$ cat src/rtl/axi_lite_reg_slave_if.sv
// AXI-lite bus bundle between a master and axi_lite_reg_slave.
// BLEN rides with the AR channel and sets the read burst length (BLEN+1 beats).
interface axi_lite_reg_slave_if;
  logic [31:0] AWADDR;
  logic        AWVALID;
  logic        AWREADY;
  logic [31:0] WDATA;
  logic [3:0]  WSTRB;
  logic        WVALID;
  logic        WREADY;
  logic [1:0]  BRESP;
  logic        BVALID;
  logic        BREADY;
  logic [31:0] ARADDR;
  logic        ARVALID;
  logic        ARREADY;
  logic [3:0]  BLEN;
  logic [31:0] RDATA;
  logic [1:0]  RRESP;
  logic        RVALID;
  logic        RLAST;
  logic        RREADY;

  modport master (
    output AWADDR, AWVALID, WDATA, WSTRB, WVALID, BREADY, ARADDR, ARVALID, BLEN, RREADY,
    input  AWREADY, WREADY, BRESP, BVALID, ARREADY, RDATA, RRESP, RVALID, RLAST
  );
  modport slave (
    input  AWADDR, AWVALID, WDATA, WSTRB, WVALID, BREADY, ARADDR, ARVALID, BLEN, RREADY,
    output AWREADY, WREADY, BRESP, BVALID, ARREADY, RDATA, RRESP, RVALID, RLAST
  );
endinterface

$ cat src/rtl/axi_lite_reg_slave.sv
// AXI-lite register-file slave: independent write FSM (AW/W in any order, B response)
// and burst read FSM (BLEN+1 beats, RLAST, SLVERR past the last register).
module axi_lite_reg_slave #(
  parameter int NREG  = 16,
  parameter int LED_W = 16
) (
  input  logic                 ACLK,
  input  logic                 ARESET,
  axi_lite_reg_slave_if.slave  bus,
  output logic [LED_W-1:0]     led
);
  localparam int          IW     = $clog2(NREG);
  localparam logic [30:0] NREG_W = 31'(NREG);

  typedef enum logic [1:0] {WR_IDLE, WR_WAIT_W, WR_WAIT_AW, WR_RESP} wr_st_t;
  typedef enum logic       {RD_IDLE, RD_DATA} rd_st_t;

  logic [31:0] r_regs [NREG];

  wr_st_t      r_wst, w_wst_nxt;
  logic [29:0] r_awidx;
  logic [31:0] r_wdata;
  logic [3:0]  r_wstrb;
  logic [1:0]  r_bresp;
  logic        w_commit, w_lat_aw, w_lat_w, w_cok;
  logic [29:0] w_cidx;
  logic [31:0] w_cdata;
  logic [3:0]  w_cstrb;

  rd_st_t      r_rst, w_rst_nxt;
  logic [30:0] r_ridx, w_lidx;
  logic [3:0]  r_beats, w_lbeats;
  logic [31:0] r_rdata;
  logic [1:0]  r_rresp;
  logic        r_rlast, w_load, w_rdone;

  logic        w_unused;
  assign w_unused = ^{bus.AWADDR[1:0], bus.ARADDR[1:0]};

  // Commit operands come from the bus unless that half was latched earlier.
  always_comb begin
    w_wst_nxt   = r_wst;
    w_commit    = 1'b0;
    w_lat_aw    = 1'b0;
    w_lat_w     = 1'b0;
    w_cidx      = bus.AWADDR[31:2];
    w_cdata     = bus.WDATA;
    w_cstrb     = bus.WSTRB;
    bus.AWREADY = 1'b0;
    bus.WREADY  = 1'b0;
    bus.BVALID  = 1'b0;
    case (r_wst)
      WR_IDLE: begin
        bus.AWREADY = 1'b1;
        bus.WREADY  = 1'b1;
        if (bus.AWVALID && bus.WVALID) begin
          w_commit  = 1'b1;
          w_wst_nxt = WR_RESP;
        end else if (bus.AWVALID) begin
          w_lat_aw  = 1'b1;
          w_wst_nxt = WR_WAIT_W;
        end else if (bus.WVALID) begin
          w_lat_w   = 1'b1;
          w_wst_nxt = WR_WAIT_AW;
        end
      end
      WR_WAIT_W: begin
        bus.WREADY = 1'b1;
        w_cidx     = r_awidx;
        if (bus.WVALID) begin
          w_commit  = 1'b1;
          w_wst_nxt = WR_RESP;
        end
      end
      WR_WAIT_AW: begin
        bus.AWREADY = 1'b1;
        w_cdata     = r_wdata;
        w_cstrb     = r_wstrb;
        if (bus.AWVALID) begin
          w_commit  = 1'b1;
          w_wst_nxt = WR_RESP;
        end
      end
      default: begin
        bus.BVALID = 1'b1;
        if (bus.BREADY) w_wst_nxt = WR_IDLE;
      end
    endcase
  end

  assign w_cok     = ({1'b0, w_cidx} < NREG_W);
  assign bus.BRESP = r_bresp;

  always_ff @(posedge ACLK or posedge ARESET) begin
    if (ARESET) begin
      r_wst   <= WR_IDLE;
      r_awidx <= '0;
      r_wdata <= '0;
      r_wstrb <= '0;
      r_bresp <= 2'b00;
    end else begin
      r_wst <= w_wst_nxt;
      if (w_lat_aw) r_awidx <= bus.AWADDR[31:2];
      if (w_lat_w) begin
        r_wdata <= bus.WDATA;
        r_wstrb <= bus.WSTRB;
      end
      if (w_commit) r_bresp <= w_cok ? 2'b00 : 2'b10;
    end
  end

  always_ff @(posedge ACLK or posedge ARESET) begin
    if (ARESET) begin
      for (int i = 0; i < NREG; i++) r_regs[i] <= '0;
    end else if (w_commit && w_cok) begin
      for (int b = 0; b < 4; b++)
        if (w_cstrb[b]) r_regs[w_cidx[IW-1:0]][8*b +: 8] <= w_cdata[8*b +: 8];
    end
  end

  assign led = r_regs[0][LED_W-1:0];

  // A beat is loaded on the AR handshake and on every non-final R handshake.
  always_comb begin
    w_rst_nxt   = r_rst;
    w_load      = 1'b0;
    w_rdone     = 1'b0;
    w_lidx      = {1'b0, bus.ARADDR[31:2]};
    w_lbeats    = bus.BLEN;
    bus.ARREADY = 1'b0;
    bus.RVALID  = 1'b0;
    case (r_rst)
      RD_IDLE: begin
        bus.ARREADY = 1'b1;
        if (bus.ARVALID) begin
          w_load    = 1'b1;
          w_rst_nxt = RD_DATA;
        end
      end
      default: begin
        bus.RVALID = 1'b1;
        if (bus.RREADY) begin
          if (r_rlast) begin
            w_rdone   = 1'b1;
            w_rst_nxt = RD_IDLE;
          end else begin
            w_load   = 1'b1;
            w_lidx   = r_ridx + 31'd1;
            w_lbeats = r_beats - 4'd1;
          end
        end
      end
    endcase
  end

  always_ff @(posedge ACLK or posedge ARESET) begin
    if (ARESET) begin
      r_rst   <= RD_IDLE;
      r_ridx  <= '0;
      r_beats <= '0;
      r_rdata <= '0;
      r_rresp <= 2'b00;
      r_rlast <= 1'b0;
    end else begin
      r_rst <= w_rst_nxt;
      if (w_load) begin
        r_ridx  <= w_lidx;
        r_beats <= w_lbeats;
        r_rlast <= (w_lbeats == 4'd0);
        if (w_lidx < NREG_W) begin
          r_rdata <= r_regs[w_lidx[IW-1:0]];
          r_rresp <= 2'b00;
        end else begin
          r_rdata <= '0;
          r_rresp <= 2'b10;
        end
      end else if (w_rdone) begin
        r_rlast <= 1'b0;
      end
    end
  end

  assign bus.RDATA = r_rdata;
  assign bus.RRESP = r_rresp;
  assign bus.RLAST = r_rlast;
endmodule

$ cat src/flat_wrapper.sv
// flat-port wrapper written by rule: the top's interface ports become plain ports
module axi_lite_reg_slave_flat 
#(
  parameter int NREG  = 16,
  parameter int LED_W = 16
)
  (ACLK, ARESET, led, bus_AWADDR, bus_AWVALID, bus_WDATA, bus_WSTRB, bus_WVALID, bus_BREADY, bus_ARADDR, bus_ARVALID, bus_BLEN, bus_RREADY, bus_AWREADY, bus_WREADY, bus_BRESP, bus_BVALID, bus_ARREADY, bus_RDATA, bus_RRESP, bus_RVALID, bus_RLAST);
  axi_lite_reg_slave_if bus_i ();
  input  logic ACLK;
  input  logic ARESET;
  output logic [LED_W-1:0] led;
  input wire logic [$bits(bus_i.AWADDR)-1:0] bus_AWADDR;
  input wire logic [$bits(bus_i.AWVALID)-1:0] bus_AWVALID;
  input wire logic [$bits(bus_i.WDATA)-1:0] bus_WDATA;
  input wire logic [$bits(bus_i.WSTRB)-1:0] bus_WSTRB;
  input wire logic [$bits(bus_i.WVALID)-1:0] bus_WVALID;
  input wire logic [$bits(bus_i.BREADY)-1:0] bus_BREADY;
  input wire logic [$bits(bus_i.ARADDR)-1:0] bus_ARADDR;
  input wire logic [$bits(bus_i.ARVALID)-1:0] bus_ARVALID;
  input wire logic [$bits(bus_i.BLEN)-1:0] bus_BLEN;
  input wire logic [$bits(bus_i.RREADY)-1:0] bus_RREADY;
  output wire logic [$bits(bus_i.AWREADY)-1:0] bus_AWREADY;
  output wire logic [$bits(bus_i.WREADY)-1:0] bus_WREADY;
  output wire logic [$bits(bus_i.BRESP)-1:0] bus_BRESP;
  output wire logic [$bits(bus_i.BVALID)-1:0] bus_BVALID;
  output wire logic [$bits(bus_i.ARREADY)-1:0] bus_ARREADY;
  output wire logic [$bits(bus_i.RDATA)-1:0] bus_RDATA;
  output wire logic [$bits(bus_i.RRESP)-1:0] bus_RRESP;
  output wire logic [$bits(bus_i.RVALID)-1:0] bus_RVALID;
  output wire logic [$bits(bus_i.RLAST)-1:0] bus_RLAST;
  assign bus_i.AWADDR = bus_AWADDR;
  assign bus_i.AWVALID = bus_AWVALID;
  assign bus_i.WDATA = bus_WDATA;
  assign bus_i.WSTRB = bus_WSTRB;
  assign bus_i.WVALID = bus_WVALID;
  assign bus_i.BREADY = bus_BREADY;
  assign bus_i.ARADDR = bus_ARADDR;
  assign bus_i.ARVALID = bus_ARVALID;
  assign bus_i.BLEN = bus_BLEN;
  assign bus_i.RREADY = bus_RREADY;
  assign bus_AWREADY = bus_i.AWREADY;
  assign bus_WREADY = bus_i.WREADY;
  assign bus_BRESP = bus_i.BRESP;
  assign bus_BVALID = bus_i.BVALID;
  assign bus_ARREADY = bus_i.ARREADY;
  assign bus_RDATA = bus_i.RDATA;
  assign bus_RRESP = bus_i.RRESP;
  assign bus_RVALID = bus_i.RVALID;
  assign bus_RLAST = bus_i.RLAST;
  axi_lite_reg_slave #(.NREG(NREG), .LED_W(LED_W)) u_core (.ACLK(ACLK), .ARESET(ARESET), .bus(bus_i), .led(led));
endmodule
$ cat config.mk
export PLATFORM = sky130hd
export DESIGN_NAME = axi_lite_reg_slave_flat
export DESIGN_NICKNAME = d
export VERILOG_FILES = /design/src/rtl/axi_lite_reg_slave_if.sv /design/src/rtl/axi_lite_reg_slave.sv /design/src/flat_wrapper.sv
export SDC_FILE = /design/constraint.sdc
export NUM_CORES = 2
export LEC_CHECK = 0
export CAP_MARGIN = 5
export CORE_ASPECT_RATIO = 1.1
export CORE_UTILIZATION = 45
export CTS_BUF_LIST = sky130_fd_sc_hd__clkbuf_8
export CTS_CLUSTER_SIZE = 16
export DETAILED_ROUTE_END_ITERATION = 10
export DONT_BUFFER_PORTS = 1
export GPL_ROUTABILITY_DRIVEN = 0
export SLEW_MARGIN = 15
export SYNTH_ARGS = -nofsm -noshare
export SYNTH_HDL_FRONTEND = slang
export SYNTH_SLANG_ARGS = --single-unit
export TNS_END_PERCENT = 5
$ cat constraint.sdc
create_clock -name ACLK -period 21.6 [get_ports ACLK]
set_input_delay 3.24 -clock ACLK [delete_from_list [all_inputs] [get_ports ACLK]]
set_output_delay 3.24 -clock ACLK [all_outputs]
set_load 0.01 [all_outputs]
==> metrics <==
Syn Area/Cell 11.7 µm²; PwrDens 113 nW/µm²; final net count 2,779; # hold bufs at CTS 0; hpwl dp 51,500 µm; Final Cycle Share 35.3%; area leader, netlist dfrtp_1; Crit. End Element flop; pins over their slew limit 0; share of the synthesized area in the top cell type 52.5%; Area growth, synth to finish 10.8%; clock sink count 651; first-pass GRT wire length 128,000 µm; setup tns final 0 ns; commonest cells after routing, fill and taps aside dfrtp_1, mux2_2, nor2_1; Die H 277 µm; Worst-Margin Slew 1.22 ns; clock root buffer clkbuf_8; crit path time final 7.62 ns; largest net degree at the start of global routing 187; RSZ-0062 raised after global routing no; # resized after CTS 0; vias in the first global route 22,000; Worst Setup Start Kind primary input; Synth Register Bits 651; die area 70,000 µm²; most common cell after layout, fill and taps aside dfrtp_1; top cells by area, synth dfrtp_1, mux2_2, a21oi_1; Post-synth EDFFs 0; Setup violations, final 0; antenna-violating nets left 0; Core Footprint 67,900 µm²; Seq/Total Area, Yosys 52.5%; DRC Markers 0; synth unique cells 72; Yosys warnings 0; Starting Density 45.7%; share of cells above drive strength 1 32.8%; Total GRT Usage 23.4%; 1st-pass router iterations 5; Peak Freq 131 MHz; Post-Synthesis Cells 2,660; asr flop ratio synth 100%; Worst Path Max Fanout 130; GRT overflow 0; Longest Clk Path Bufs 3; clock latency on the worst-skew pair 0.71 ns; Clock Skews 0.0206 ns; Die Width 252 µm; Crit Path Category primary input to flop; DR vias/cell 5.83; average wire per standard cell 22.1 µm; crit path DAT 8.19 ns; Rel. slew slack 18.3%; row cnt 100; status finished clean; CTS clk-pin slew, worst paths 0.06 ns; Post-Syn Area 31,000 µm²; Post-Route Utilization 50.6%; Routed WL 81,000 µm; Fill cells 5,995; total number of vias 21,300; PortBufs 0; Ports 169; final hold violations 0; H-Tree Depth 3; Leak 16.0 nW; CTS tree yes; DRT iter0 DRCs 1,345; Main synth FF type dfrtp_1; CTS Buf Count 109; max-cap violation count 0; setup repair bufs after CTS 0; initial antenna violation count 1; Max VDD drop 125 µV; Required @ worst endpoint 22.17 ns; Tightest Hold Check Type flop to flop
## Yosys cell counts (24+ instances only)
library cell and number:
nor3_1 24, mux2_2 582, nand2_1 94, o22ai_1 100, a221oi_1 33, buf_1 24
o21ai_0 93, a21oi_1 248, nor2_1 273, clkbuf_1 104, o31ai_2 28, nor4_1 56
mux2i_1 106, dfrtp_1 651
## power by group
| part | internal [mW] | total (mW) | switching [mW] |
|---|---|---|---|
| registers | 1.32 | 1.41 | 0.0959 |
| clock network | 0.600 | 1.09 | 0.492 |
| logic | 0.468 | 1.38 | 0.916 |
| total | 2.39 | 3.89 | 1.50 |
## critical path: stages
cell and delay [ns]:
nand3b_1 0.07, buf_4 0.47, mux2i_4 0.31, buf_4 0.75, buf_4 0.85, buf_12 0.56, mux2_2 0.41, o22ai_1 0.31
a221oi_1 0.11, o21ai_0 0.61, o31ai_2 0.09
## worst paths after layout
| path | from | end | slack, ns | depth (start not counted) |
|---|---|---|---|---|
| min in group asynchronous | ARESET | u_core.bus.RDATA[7]$_DFFE_PP0P_ | 2.50 | 1 |
| max reg2reg | u_core.r_rst$_DFF_PP0_ | u_core.bus.RDATA[8]$_DFFE_PP0P_ | 15.95 | 11 |
| max | bus_RREADY | u_core.bus.RDATA[8]$_DFFE_PP0P_ | 13.98 | 11 |
| min reg2reg | u_core.r_regs[257]$_DFFE_PP0P_ | u_core.r_regs[257]$_DFFE_PP0P_ | 0.50 | 1 |
| min | u_core.r_regs[257]$_DFFE_PP0P_ | u_core.r_regs[257]$_DFFE_PP0P_ | 0.50 | 1 |
| max in group asynchronous | ARESET | u_core.r_regs[169]$_DFFE_PP0P_ | 15.79 | 4 |
## kinds of logic after synthesis
kind of cell,count (synthesis),synth area share [%]
adder cells (fa/ha/maj),6,0.242
buffers and inverters,188,2.68
XOR/XNOR,18,0.508
other,1,0.0121
AO/OA/AOI/OAI,569,11.4
flip-flops,651,52.5
multiplexers,692,24.7
AND/OR/NAND/NOR,535,8.04
## cell type report
| type | instances | area [µm²] | area share [%] |
|---|---|---|---|
| Clock inverter | 43 | 208 | 0.604 |
| Timing Repair Buffer | 63 | 518 | 1.51 |
| Multi-Input combinational cell | 1822 | 14200 | 41.2 |
| Sequential cell | 651 | 16300 | 47.4 |
| Antenna cell | 1 | 2.50 | 0.00727 |
| Tap cell | 918 | 1150 | 3.34 |
| Inverter | 15 | 63.8 | 0.186 |
| Clock buffer | 144 | 1980 | 5.76 |
## sequential cells by signal (all words and copies together) (netlist names)
register and cells:
u_core.r_awidx 30, u_core.bus.RRESP 1, u_core.r_wst 2, u_core.r_wdata 32, u_core.led 16, u_core.r_wstrb 4
u_core.bus.RDATA 32, u_core.r_beats 4, u_core.r_regs 496, u_core.bus.BRESP 1, u_core.r_rst 1, u_core.bus.RLAST 1
u_core.r_ridx 31
## layer usage
metal	GRT usage, %	wire, µm	up-vias
met5	0	0	-
met4	7.75	2070	0
met3	4.98	4840	133
met2	39.1	39800	546
met1	30.1	34200	10800
li1	-	-	9801
## stage by stage
step / instances / hold WS, ns / instance area [µm²] / setup WS, ns / total power, mW
3_5_place_dp: 3468 / 0.490 / 32200 / 13.36 / 2.81
4_1_cts: 3655 / 0.503 / 34400 / 14.15 / 3.92
3_3_place_gp: 3468 / 0.481 / 32200 / 13.44 / 2.78
5_1_grt: 3657 / 0.513 / 34400 / 13.84 / 4.09
2_1_floorplan: 2661 / 0.470 / 31000 / 0.119 / 2.36
6_report: 3657 / 0.500 / 34400 / 13.98 / 3.89
Note: power is estimated with default switching activity, not from simulation.
